<file path="src/rtl/rom_loader.sv">
// rom_loader: receives a framed byte stream and writes it into the CPU program ROM.
// The CPU is held in reset while a frame loads. It is released only after a frame
// arrives with a matching XOR checksum.
// Frame: SYNC, LEN_LO, LEN_HI, LEN x {W_LO, W_HI}, CHK.
// Each word is {W_HI[0], W_LO}. CHK is the XOR of every byte after SYNC.
module rom_loader #(
    parameter int unsigned g_ROM_WIDTH = 9,
    parameter int unsigned g_ROM_ADDR  = 11,
    parameter int unsigned g_TIMEOUT   = 100000,
    parameter logic [7:0]  g_SYNC      = 8'hA5
) (
    input  logic                   i_clk,
    input  logic                   i_rst_n,
    input  logic [7:0]             i_byte,
    input  logic                   i_valid,
    output logic                   o_ready,
    output logic                   o_rom_we,
    output logic [g_ROM_ADDR-1:0]  o_rom_addr,
    output logic [g_ROM_WIDTH-1:0] o_rom_data,
    output logic                   o_cpu_rst,
    output logic                   o_done,
    output logic                   o_err
);

    // The word counter is one bit wider than the address so that it can hold a
    // full-ROM LEN of 2^g_ROM_ADDR.
    localparam int unsigned CNT_W   = g_ROM_ADDR + 1;
    localparam int unsigned TO_W    = $clog2(g_TIMEOUT + 1);
    localparam logic [16:0] LEN_MAX = 17'(1) << g_ROM_ADDR;

    typedef enum logic [2:0] {
        S_IDLE,
        S_LEN_LO,
        S_LEN_HI,
        S_INS_LO,
        S_INS_HI,
        S_CHK,
        S_DONE,
        S_ERR
    } state_t;

    state_t          state_q, state_d;
    logic            accept;
    logic            in_frame;
    logic            timeout;
    logic [16:0]     len_full;
    logic            sync_hit, wr_word, enter_done, enter_err;
    logic            ld_len_lo, ld_len_hi, ld_ins_lo, csum_upd;
    logic [7:0]      len_lo_q;
    logic [CNT_W-1:0] len_q;
    logic [CNT_W-1:0] word_cnt_q;
    logic [7:0]      lo_q;
    logic [7:0]      csum_q;
    logic [TO_W-1:0] idle_q;

    assign accept   = i_valid & o_ready;
    assign in_frame = (state_q == S_LEN_LO) || (state_q == S_LEN_HI) ||
                      (state_q == S_INS_LO) || (state_q == S_INS_HI) ||
                      (state_q == S_CHK);
    // When the timeout fires, it wins over a byte arriving in the same cycle, and that byte is dropped.
    assign timeout  = in_frame && (idle_q == TO_W'(g_TIMEOUT));
    assign len_full = {1'b0, i_byte, len_lo_q};

    // State register
    always_ff @(posedge i_clk or negedge i_rst_n) begin
        if (!i_rst_n) begin
            state_q <= S_IDLE;
        end else begin
            state_q <= state_d;
        end
    end

    // Next-state decode and per-byte action strobes
    always_comb begin
        state_d    = state_q;
        sync_hit   = 1'b0;
        wr_word    = 1'b0;
        enter_done = 1'b0;
        enter_err  = 1'b0;
        ld_len_lo  = 1'b0;
        ld_len_hi  = 1'b0;
        ld_ins_lo  = 1'b0;
        csum_upd   = 1'b0;
        if (timeout) begin
            state_d   = S_ERR;
            enter_err = 1'b1;
        end else if (accept) begin
            case (state_q)
                S_IDLE, S_DONE, S_ERR: begin
                    if (i_byte == g_SYNC) begin
                        state_d  = S_LEN_LO;
                        sync_hit = 1'b1;
                    end
                end
                S_LEN_LO: begin
                    ld_len_lo = 1'b1;
                    csum_upd  = 1'b1;
                    state_d   = S_LEN_HI;
                end
                S_LEN_HI: begin
                    ld_len_hi = 1'b1;
                    csum_upd  = 1'b1;
                    if (len_full > LEN_MAX) begin
                        state_d   = S_ERR;
                        enter_err = 1'b1;
                    end else if (len_full == 17'd0) begin
                        state_d = S_CHK;
                    end else begin
                        state_d = S_INS_LO;
                    end
                end
                S_INS_LO: begin
                    ld_ins_lo = 1'b1;
                    csum_upd  = 1'b1;
                    state_d   = S_INS_HI;
                end
                S_INS_HI: begin
                    wr_word  = 1'b1;
                    csum_upd = 1'b1;
                    if ((word_cnt_q + CNT_W'(1)) == len_q) begin
                        state_d = S_CHK;
                    end else begin
                        state_d = S_INS_LO;
                    end
                end
                S_CHK: begin
                    if (i_byte == csum_q) begin
                        state_d    = S_DONE;
                        enter_done = 1'b1;
                    end else begin
                        state_d   = S_ERR;
                        enter_err = 1'b1;
                    end
                end
                default: state_d = S_IDLE;
            endcase
        end
    end

    // ROM write port: registered single-cycle strobe, one per completed word
    always_ff @(posedge i_clk or negedge i_rst_n) begin
        if (!i_rst_n) begin
            o_rom_we   <= 1'b0;
            o_rom_addr <= '0;
            o_rom_data <= '0;
        end else begin
            o_rom_we <= wr_word;
            if (wr_word) begin
                o_rom_addr <= word_cnt_q[g_ROM_ADDR-1:0];
                o_rom_data <= g_ROM_WIDTH'({i_byte[0], lo_q});
            end
        end
    end

    // Frame bookkeeping: length, low byte, word index, running checksum
    always_ff @(posedge i_clk or negedge i_rst_n) begin
        if (!i_rst_n) begin
            len_lo_q   <= '0;
            len_q      <= '0;
            lo_q       <= '0;
            word_cnt_q <= '0;
            csum_q     <= '0;
        end else begin
            if (ld_len_lo) len_lo_q <= i_byte;
            if (ld_len_hi) len_q <= CNT_W'({i_byte, len_lo_q});
            if (ld_ins_lo) lo_q <= i_byte;
            if (sync_hit) begin
                word_cnt_q <= '0;
                csum_q     <= '0;
            end else begin
                if (wr_word)  word_cnt_q <= word_cnt_q + CNT_W'(1);
                if (csum_upd) csum_q <= csum_q ^ i_byte;
            end
        end
    end

    // Status outputs: CPU reset, done and error flags, always-ready handshake
    always_ff @(posedge i_clk or negedge i_rst_n) begin
        if (!i_rst_n) begin
            o_ready   <= 1'b0;
            o_cpu_rst <= 1'b1;
            o_done    <= 1'b0;
            o_err     <= 1'b0;
        end else begin
            o_ready <= 1'b1;
            if (sync_hit) begin
                o_cpu_rst <= 1'b1;
                o_done    <= 1'b0;
                o_err     <= 1'b0;
            end else if (enter_done) begin
                o_cpu_rst <= 1'b0;
                o_done    <= 1'b1;
            end else if (enter_err) begin
                o_err <= 1'b1;
            end
        end
    end

    // Inter-byte idle counter: runs only inside a frame, cleared by every accepted byte
    always_ff @(posedge i_clk or negedge i_rst_n) begin
        if (!i_rst_n) begin
            idle_q <= '0;
        end else if (!in_frame || (accept && !timeout)) begin
            idle_q <= '0;
        end else begin
            idle_q <= idle_q + TO_W'(1);
        end
    end

endmodule

</file>
<file path="config.mk">
export PLATFORM = sky130hd
export DESIGN_NAME = rom_loader
export DESIGN_NICKNAME = d
export VERILOG_FILES = /design/src/rtl/rom_loader.sv
export SDC_FILE = /design/constraint.sdc
export NUM_CORES = 1
export LEC_CHECK = 0
export ABC_AREA = 1
export ABC_CLOCK_PERIOD_IN_PS = 2930
export CAP_MARGIN = 20
export CORE_ASPECT_RATIO = 1.4
export CORE_MARGIN = 2
export CORE_UTILIZATION = 50
export CTS_BUF_LIST = sky130_fd_sc_hd__clkbuf_4
export CTS_CLUSTER_DIAMETER = 150
export CTS_CLUSTER_SIZE = 14
export DETAILED_ROUTE_END_ITERATION = 8
export GPL_ROUTABILITY_DRIVEN = 0
export MAX_ROUTING_LAYER = met4
export PLACE_DENSITY_LB_ADDON = 0.25
export SYNTH_ARGS = -nofsm -noshare
export SYNTH_HDL_FRONTEND = slang
export SYNTH_SLANG_ARGS = --single-unit
export TNS_END_PERCENT = 50
</file>
<file path="constraint.sdc">
create_clock -name i_clk -period 2.93 [get_ports i_clk]
set_clock_uncertainty 0.1 [all_clocks]
set_input_delay 0.586 -clock i_clk [delete_from_list [all_inputs] [get_ports i_clk]]
set_output_delay 0.586 -clock i_clk [all_outputs]
set_load 0.01 [all_outputs]
</file>
# --- After elaboration in Yosys (flattened, before gate mapping) ---
# Cells that the tools add are included.
classes:
  add_sub_neg: 2
  n_eq_ne: 13
  mux: 48
  n_lt_le_gt_ge: 1
  n_bitwise: 2
  reduce_logical: 20
ops:
  columns: ["cell", "n"]
  rows:
  - ["2-to-1 mux 1 bit", 35]
  - ["2-to-1 mux 12 bit", 2]
  - ["2-to-1 mux 3 bit", 6]
  - ["one-hot mux 3 bit (6 select lines)", 1]
  - ["adder 17 x 1 -> 17 bit (second input constant)", 1]
  - ["equality test 17 bit (second input constant)", 1]
  - ["logical NOT 17 bit", 1]
  - ["2-to-1 mux 17 bit", 1]
  - ["> comparator 16 x 12 -> 1 bit (second input constant)", 1]
  - ["2-to-1 mux 8 bit", 2]
  - ["adder 12 x 1 -> 12 bit (second input constant)", 1]
  - ["equality test 12 bit", 1]
  - ["equality test 3 bit (second input constant)", 4]
  - ["nonzero test 2 bit", 5]
  - ["equality test 8 bit", 1]
  - ["equality test 8 bit (second input constant)", 1]
  - ["XOR 8 bit", 1]
  - ["equality test 3 x 2 -> 1 bit (second input constant)", 2]
  - ["logical OR 1 bit", 5]
  - ["AND reduction 2 bit", 2]
  - ["OR reduction 4 bit", 1]
  - ["equality test 3 x 1 -> 1 bit (second input constant)", 1]
  - ["logical NOT 3 bit", 1]
  - ["!= test 3 bit (second input constant)", 1]
  - ["6 further kinds", 8]
totals:
  out_inout_bits: 25
  inputBits: 11
  register_bits: 93
  word_cells: 100

# --- Logic depth before layout (Yosys ltp) ---
# Gate-level depths: netlist of run 1.
depth:
  depth_word: 10
  depth_mapped: 16
  ltp_nobuf: 16

# --- Worst setup path before layout of run 1 ---
# No wires, ideal clock.
synth_path:
  path_kind: "flip-flop to flip-flop"
  from: "reg word_cnt_q[0]"
  to: "reg state_q[1]"
  period_less_slack_ns: 1.785
  t_required_ns: 2.714
  arrival_time_ns: 1.569
  path_stages_with_launch: 15
  setup_ns: 0.116
  path_buffers: 0
  setup_slack_ns: 1.145
  path_cell_list: "dfrtp_1 > ha_1 > inv_1 > nor2_2 > nand3_1 > nand3_1 > nand2_1 > nor2_1 > nand2_1 > nor2_1 > nand2_1 > nand2_1 > nand2_1 > nand2_1 > nand2_1"
synth_between:
  elab_chain_len: 6
synth_lines:
  columns: ["item", "line_no", "source"]
  rows:
  - ["start: declaration", "51", "logic [CNT_W-1:0] word_cnt_q;"]
  - ["start signal: assignment", "171", "if (wr_word) word_cnt_q <= word_cnt_q + CNT_W'(1);"]
  - ["adder 12 x 1 -> 12 bit", "120", "if ((word_cnt_q + CNT_W'(1)) == len_q) begin"]
  - ["equality test 12 bit", "120", null]
  - ["2-to-1 mux 3 bit", "120", null]
  - ["one-hot mux 3 bit (6 select lines)", "88", "case (state_q)"]
  - ["2-to-1 mux 3 bit", "87", "end else if (accept) begin"]
  - ["2-to-1 mux 3 bit", "84", "if (timeout) begin"]
  - ["end signal: assignment", "69", "state_q <= state_d;"]
  - ["end: declaration", "42", "state_t state_q, state_d;"]
# No other way between the ends. The select of a mux whose other input is x is not followed.
# A chain may end at the register's enable or synchronous reset.

# --- Final worst setup path of run 1 ---
layout_path:
  from: "reg o_cpu_rst"
  to: "out o_cpu_rst"
layout_rtl:
  columns: ["item", "line_no", "source"]
  rows:
  - ["start: declaration", "20", "output logic o_cpu_rst,"]
  - ["start signal: assignment", "181", "o_cpu_rst <= 1'b1;"]
  - ["start signal: assignment", "187", "o_cpu_rst <= 1'b1;"]
  - ["start signal: assignment", "191", "o_cpu_rst <= 1'b0;"]
# No word-level cell between the ends.

==> results of run 1 <==
## report_power, final
part,internal [mW],leakage (nW),switching (mW)
clock,0.355,0.0844,0.442
combinational,0.604,1.23,0.868
sequential,1.66,1.20,0.294
## flip-flops by register name (all words and copies together), names as in the netlist
register    flops
o_rom_data      9
o_cpu_rst       1
o_ready         1
o_rom_we        1
csum_q          8
o_done          1
o_err           1
lo_q            8
word_cnt_q     12
o_rom_addr     11
len_lo_q        8
state_q         3
idle_q         17
len_q          12
## metal layers
layer,wire (um),vias to the layer above
met5,0,-
met4,162,0
met3,328,16
met2,5252,99
met1,4443,1834
li1,-,1980
## cell usage after synthesis, drive strengths merged
master	number
nand2	171
a211oi	1
conb	1
nor3	12
nor3b	5
dfstp	1
o21ai	59
o21a	2
xor2	9
or2	1
ha	4
nor4	5
inv	79
xor3	1
nand4	9
nand3	57
o211ai	1
a21oi	10
buf	13
nor2	57
nand3b	1
xnor2	3
dfrtp	92
o221ai	1
## kinds of logic (layout without fill, tap and decap cells)
kind of cell | after synthesis | after routing | synth area share (%)
DFF | 93 | 93 | 48.73
buffers and inverters | 92 | 133 | 8.877
AOI/OAI and AO/OA | 74 | 74 | 8.144
xor gates and xnor gates | 13 | 13 | 2.697
and+or+nand+nor | 318 | 318 | 30.43
other | 1 | 1 | 0.07848
adders and majority gates | 4 | 4 | 1.047
## final cells by class
class	count	area [sq um]	area share, %
multi-input cells	410	2026	37.96
well taps	110	137.6	2.579
repair buffers	38	382.9	7.175
flip-flops and latches	93	2328	43.63
clock inverters	6	85.08	1.594
clock buffers	10	75.07	1.407
inverters	79	301.5	5.651
## final timing paths
path / to / depth (start not counted)
setup / recovery: o_cpu_rst / 1
hold / removal: word_cnt_q[4] / 1
setup reg to reg: o_rom_data[2] / 13
hold reg to reg: o_cpu_rst / 2
max in group asynchronous: o_rom_data[2] / 2
min in group i_clk: o_cpu_rst / 2
## stage by stage
step                power, mW  util, %  hold WS, ns  std cells  setup slack, ns
detailed placement      3.455    55.34       0.3556        730           0.3724
global placement        3.409    55.34       0.3578        730           0.4446
global route            4.548    57.05      0.01100        746           0.4774
floorplan               2.968        -       0.1904        595            1.145
CTS                     4.254    57.05     0.001109        746           0.6740
finish                  4.222    57.05     0.008856        746           0.7233
==> out/metrics.cfg, run 1 <==
[global_routing]
use_met3_pct=3.232
antenna_found_initial=0
globalRouteOverflowTotal=0
grt_pass1_vias=3903
met2_usage_pct=35.19
grt-busiest-layer=met2
grt_max_degree=56
grt_pass1_wl_mm=17.60
track_usage_pct=21.77
grt_use_met1_pct=27.09

[placed_design]
placed_area_sq_um=5176
io_buffers=35
dp_hpwl_mm=7.357

[clock_tree]
cts_hold_buf=0
cts_resized=0
clk_pin_slew_worst_paths_ns=0.14
postCtsSetupBuffers=0
cts_max_path_buffers=2
root_buffer=clkbuf_4
cts_tree=built
htree_levels=3
clock-sinks=93
worstSkewPairLatency_ns=0.44
cts_buffers=9

[timing]
timing.setup.tns_ns=0
finalMaxSlewViolations=0
finalCriticalPeriod_ns=2.207
setup_viol=0
fin_crit_sh_pct=75.31
hold_viol=0
fmax_mhz=453.2
rsz0062_at_grt=no
relSlewSlack_pct=65.48
tightestPinTransition_ns=0.5178

[setup_path]
r2r_slack_ns=0.76
startpoint_type=flip-flop
crit_path_top_delay_cell=dfstp_2
required_ns=2.24
crit_family=flip-flops
worstPathArrival_ns=1.52
worst-path-max-fanout=2
crit_type=reg -> out
critPathBufInv=1
path_cells=clkdlybuf4s50_1
max_stage_delay_ns=0.56
crit_start=o_cpu_rst
worstSetupEndpointType=output pin
r2r-start=idle_q[0]

[drt]
drc=0
drtIter0Drc=281
wl_per_cell_um=13.66
drt-total-wl_mm=10.19
via_per_inst=5.267
vias=3929
drt-pass1-iter-count=8
ant_nets=0

[floorplanning]
die_w_um=86.62
core_area_sq_um=9354
io_pins=36
initial_core_util_pct=51.08
dieArea_sq_um=10370
rows=42
dieHeight_um=119.7

[finish]
fin_area_sq_um=5336
antenna_cells=0
nets=646
syn2layout_area_growth_pct=11.68
mostFrequentLayoutCells=nand2_1, dfrtp_1, inv_1
num-fill-cells=871
final_common_cell=nand2_1
layout-drive-gt1-share_pct=7.075

[synth]
avgSynthCellArea_sq_um=8.031
synthDominantCellAreaShare_pct=48.18
synth-seq-area-share_pct=48.73
syn_inst=595
yosys-top-cells-area=dfrtp_1, nand2_1, inv_1, nand3_1, o21ai_1
synth_top_area_cell=dfrtp_1
syn_nets=610
ys_seq_elements=93
ys_warn_count=0
ys_types=36
synthesis.area_sq_um=4778

[outcome]
status=completed

[power_and_ir_drop]
cellPowerDensity_nw_per_um2=791.2
p_leak_nw=2.524
vdd_ir_drop_max_uv=374.2

[run]
drv_cap=0

[min_path]
hold_class=in -> async

Power figures use the tool's default switching activity.
==> inputs of run 2 (changes only) <==
--- a/config.mk
+++ b/config.mk
@@ -6,7 +6,7 @@
 export NUM_CORES = 1
 export LEC_CHECK = 0
 export ABC_AREA = 1
-export ABC_CLOCK_PERIOD_IN_PS = 2930
+export ABC_CLOCK_PERIOD_IN_PS = 1850
 export CAP_MARGIN = 20
 export CORE_ASPECT_RATIO = 1.4
 export CORE_MARGIN = 2
==> constraint.sdc (replaced) <==
create_clock -name i_clk -period 1.85 [get_ports i_clk]
set_clock_uncertainty 0.1 [all_clocks]
set_input_delay 0.37 -clock i_clk [delete_from_list [all_inputs] [get_ports i_clk]]
set_output_delay 0.37 -clock i_clk [all_outputs]
set_load 0.01 [all_outputs]
==> run 2 against run 1 <==
  * The flow now finishes with violations (setup timing)
  * Sequential power increased by 61%
  * Count of clock-buffer cells in the layout unchanged
  * Global-route usage increased by 2.0 points
  * Total power increased by 81%
  * Setup slack got worse by 0.87 ns
  * Utilization increased by 13 points
  * Critical endpoint is now idle_q[13]
  * Die area unchanged
  * Via count increased by 12%
==> out/metrics.cfg, run 2 (synthesis results as in run 1) <==
[floorplanning]
io_pins=36  ; unchanged
core_area_sq_um=9354  ; unchanged
initial_core_util_pct=51.08  ; unchanged
dieArea_sq_um=10370  ; unchanged
die_w_um=86.62  ; unchanged
dieHeight_um=119.7  ; unchanged
rows=42  ; unchanged

[run]
drv_cap=0  ; unchanged

[clock_tree]
worstSkewPairLatency_ns=0.48  ; +0.04 ns
cts_tree=built
clk_pin_slew_worst_paths_ns=0.15  ; about the same
root_buffer=clkbuf_4
clock-sinks=93  ; unchanged
htree_levels=3  ; unchanged
cts_max_path_buffers=2  ; unchanged
cts_buffers=9  ; unchanged

[power_and_ir_drop]
power_frac_seq_pct=41.0  ; -5.3 points
power_frac_comb_pct=43.4  ; +8.5 points
switchingPower_mw=3.085  ; +92%
vdd_ir_drop_max_uv=738.7  ; +97%
p_sw_share_pct=40.29  ; +2.3 points
p_leak_nw=3.198  ; +27%
power_frac_clock_pct=15.6  ; -3.3 points
totalPowerFinal_mw=7.657  ; +81%
cellPowerDensity_nw_per_um2=1168  ; +48%
internal_power_mw=4.572  ; +75%

[timing]
setup_viol=82  ; +82
setup_slack_ns=-0.1517  ; -0.8750 ns
tightestPinTransition_ns=0.5166  ; -0.001133 ns
finalCriticalPeriod_ns=2.002
rsz0062_at_grt=yes
timing.setup.tns_ns=-5.308  ; -5.308 ns
hold_viol=0  ; unchanged
finalMaxSlewViolations=0  ; unchanged
fmax_mhz=499.6
relSlewSlack_pct=65.56  ; +0.076 points
fin_crit_sh_pct=108.2

[setup_path]
worstSetupEndpointType=flip-flop
worst-path-max-fanout=3  ; +1
crit_type=reg -> reg
path_cells=buf_4, buf_4, nand3_2, nor2_4, nand2_2, nor2_2, nand2_2, nor2_4, inv_2, nor3_4, a21oi_2, nor3_4
worst-path-stages=12  ; +11
critPathBufInv=3  ; +2
crit_family=simple AND/OR/NAND/NOR gates
worstPathArrival_ns=2.31  ; +0.79 ns
startpoint_type=flip-flop
crit_path_top_delay_cell=dfrtp_1
required_ns=2.16  ; -0.08 ns
worstRegToRegCells=12  ; -1
max_stage_delay_ns=0.37  ; -0.19 ns

[min_path]
hold_class=in -> async

[placed_design]
io_buffers=35  ; unchanged
placed_area_sq_um=5582  ; +7.8%
place_inst=779  ; +6.7%
dp_hpwl_mm=7.717  ; +4.9%
place_ws_ns=-0.3191  ; -0.6915 ns

[drt]
via_per_inst=5.316  ; +0.94%
ant_nets=0  ; unchanged
vias=4386  ; +12%
drtIter0Drc=164  ; -42%
drc=0  ; unchanged
drt-pass1-iter-count=6  ; -2
wl_per_cell_um=15.05  ; +10%
drt-total-wl_mm=12.42  ; +22%

[finish]
num-fill-cells=722  ; -17%
syn2layout_area_growth_pct=37.16
mostFrequentLayoutCells=nand2_1, dfrtp_1, inv_1
finalNonFillerCells=825  ; +11%
nets=725  ; +12%
regMostFlops=idle_q
largest_register_ffs=17  ; unchanged
final_common_cell=nand2_1
antenna_cells=0  ; unchanged
layout-drive-gt1-share_pct=31.33  ; +24 points
fin_area_sq_um=6554  ; +23%
top_regs=idle_q x17, len_q x12, word_cnt_q x12

[global_routing]
grt_pass1_wl_mm=18.89  ; +7.3%
globalRouteOverflowTotal=0  ; unchanged
grt_max_degree=94  ; +68%
track_usage_pct=23.75  ; +2.0 points
grt_pass1_vias=4244  ; +8.7%
antenna_found_initial=0  ; unchanged

[outcome]
status=complete, but fails checks
violations=setup timing

-- run 2: cell count changes in the layout (fill, tap and decap cells not counted), moves of 12 or more --
| cell | change |
|---|---|
| nand2_1 | -31 |
| o21ai_2 | +20 |
| nor2_1 | -13 |
| dlygate4sd2_1 | +24 |
| o21ai_1 | -12 |
| buf_4 | +53 |
| nand2_2 | +26 |
| clkdlybuf4s50_1 | -25 |
-- run 2: layout make-up --
class	instances	area [sq um]	share of cell area [%]
Multi-Input combinational cell	413	2501	38.16
Sequential cell	93	2333	35.61
Inverter	79	311.5	4.754
Clock buffer	10	75.07	1.145
Tap cell	110	137.6	2.100
Timing Repair Buffer	114	1125	17.16
Clock inverter	6	70.07	1.069
-- run 2: per-stage QoR --
stage / utilization, % / hold WS [ns]
after floorplan: - / -0.02559
after global placement: 59.67 / 0.3579
after detailed placement: 59.67 / 0.3560
after CTS: 64.17 / 0.3763
after global routing: 70.06 / 0.3784
final: 70.06 / 0.3577
-- run 2: power by group through the flow --
stage	clock network (mW)	logic [mW]	registers [mW]
2_1_floorplan	0	1.63	3.07
3_3_place_gp	0	2.59	3.05
3_5_place_dp	0	2.66	3.09
4_1_cts	1.21	2.75	3.04
5_1_grt	1.28	3.66	3.21
6_report	1.20	3.32	3.14
-- run 2: tightest hold or removal path, cell delays in order --
cell and delay, ns:
dlygate4sd3_1 0.53, buf_4 0.12, buf_12 0.36
-- run 2: final timing paths --
path                            from             to  slack [ns]
max                        idle_q[0]     idle_q[13]       -0.15
min                          i_rst_n  o_rom_addr[5]        0.36
max reg2reg                idle_q[0]     idle_q[13]       -0.15
min reg2reg                o_cpu_rst      o_cpu_rst        0.37
max in group asynchronous    i_rst_n      o_cpu_rst        0.86
min in group i_clk         o_cpu_rst      o_cpu_rst        0.37
-- run 2: what timing repair did --
action                                 in CTS  in global routing
setup endpoints to repair                  68                 92
gates cloned                                4                  4
endpoints found under the hold margin      92                  0
pin swaps                                   3                 21
hold buffers                                1                  0
setup buffers                              14                  9
gates resized for setup                    60                120
-- run 2: per-layer routing --
metal	up-vias	track usage, %	wire length [um]
li1	2140	-	-
met1	2119	27.27	4826
met2	104	40.91	6836
met3	23	2.751	460
met4	0	11.13	291
met5	-	-	0
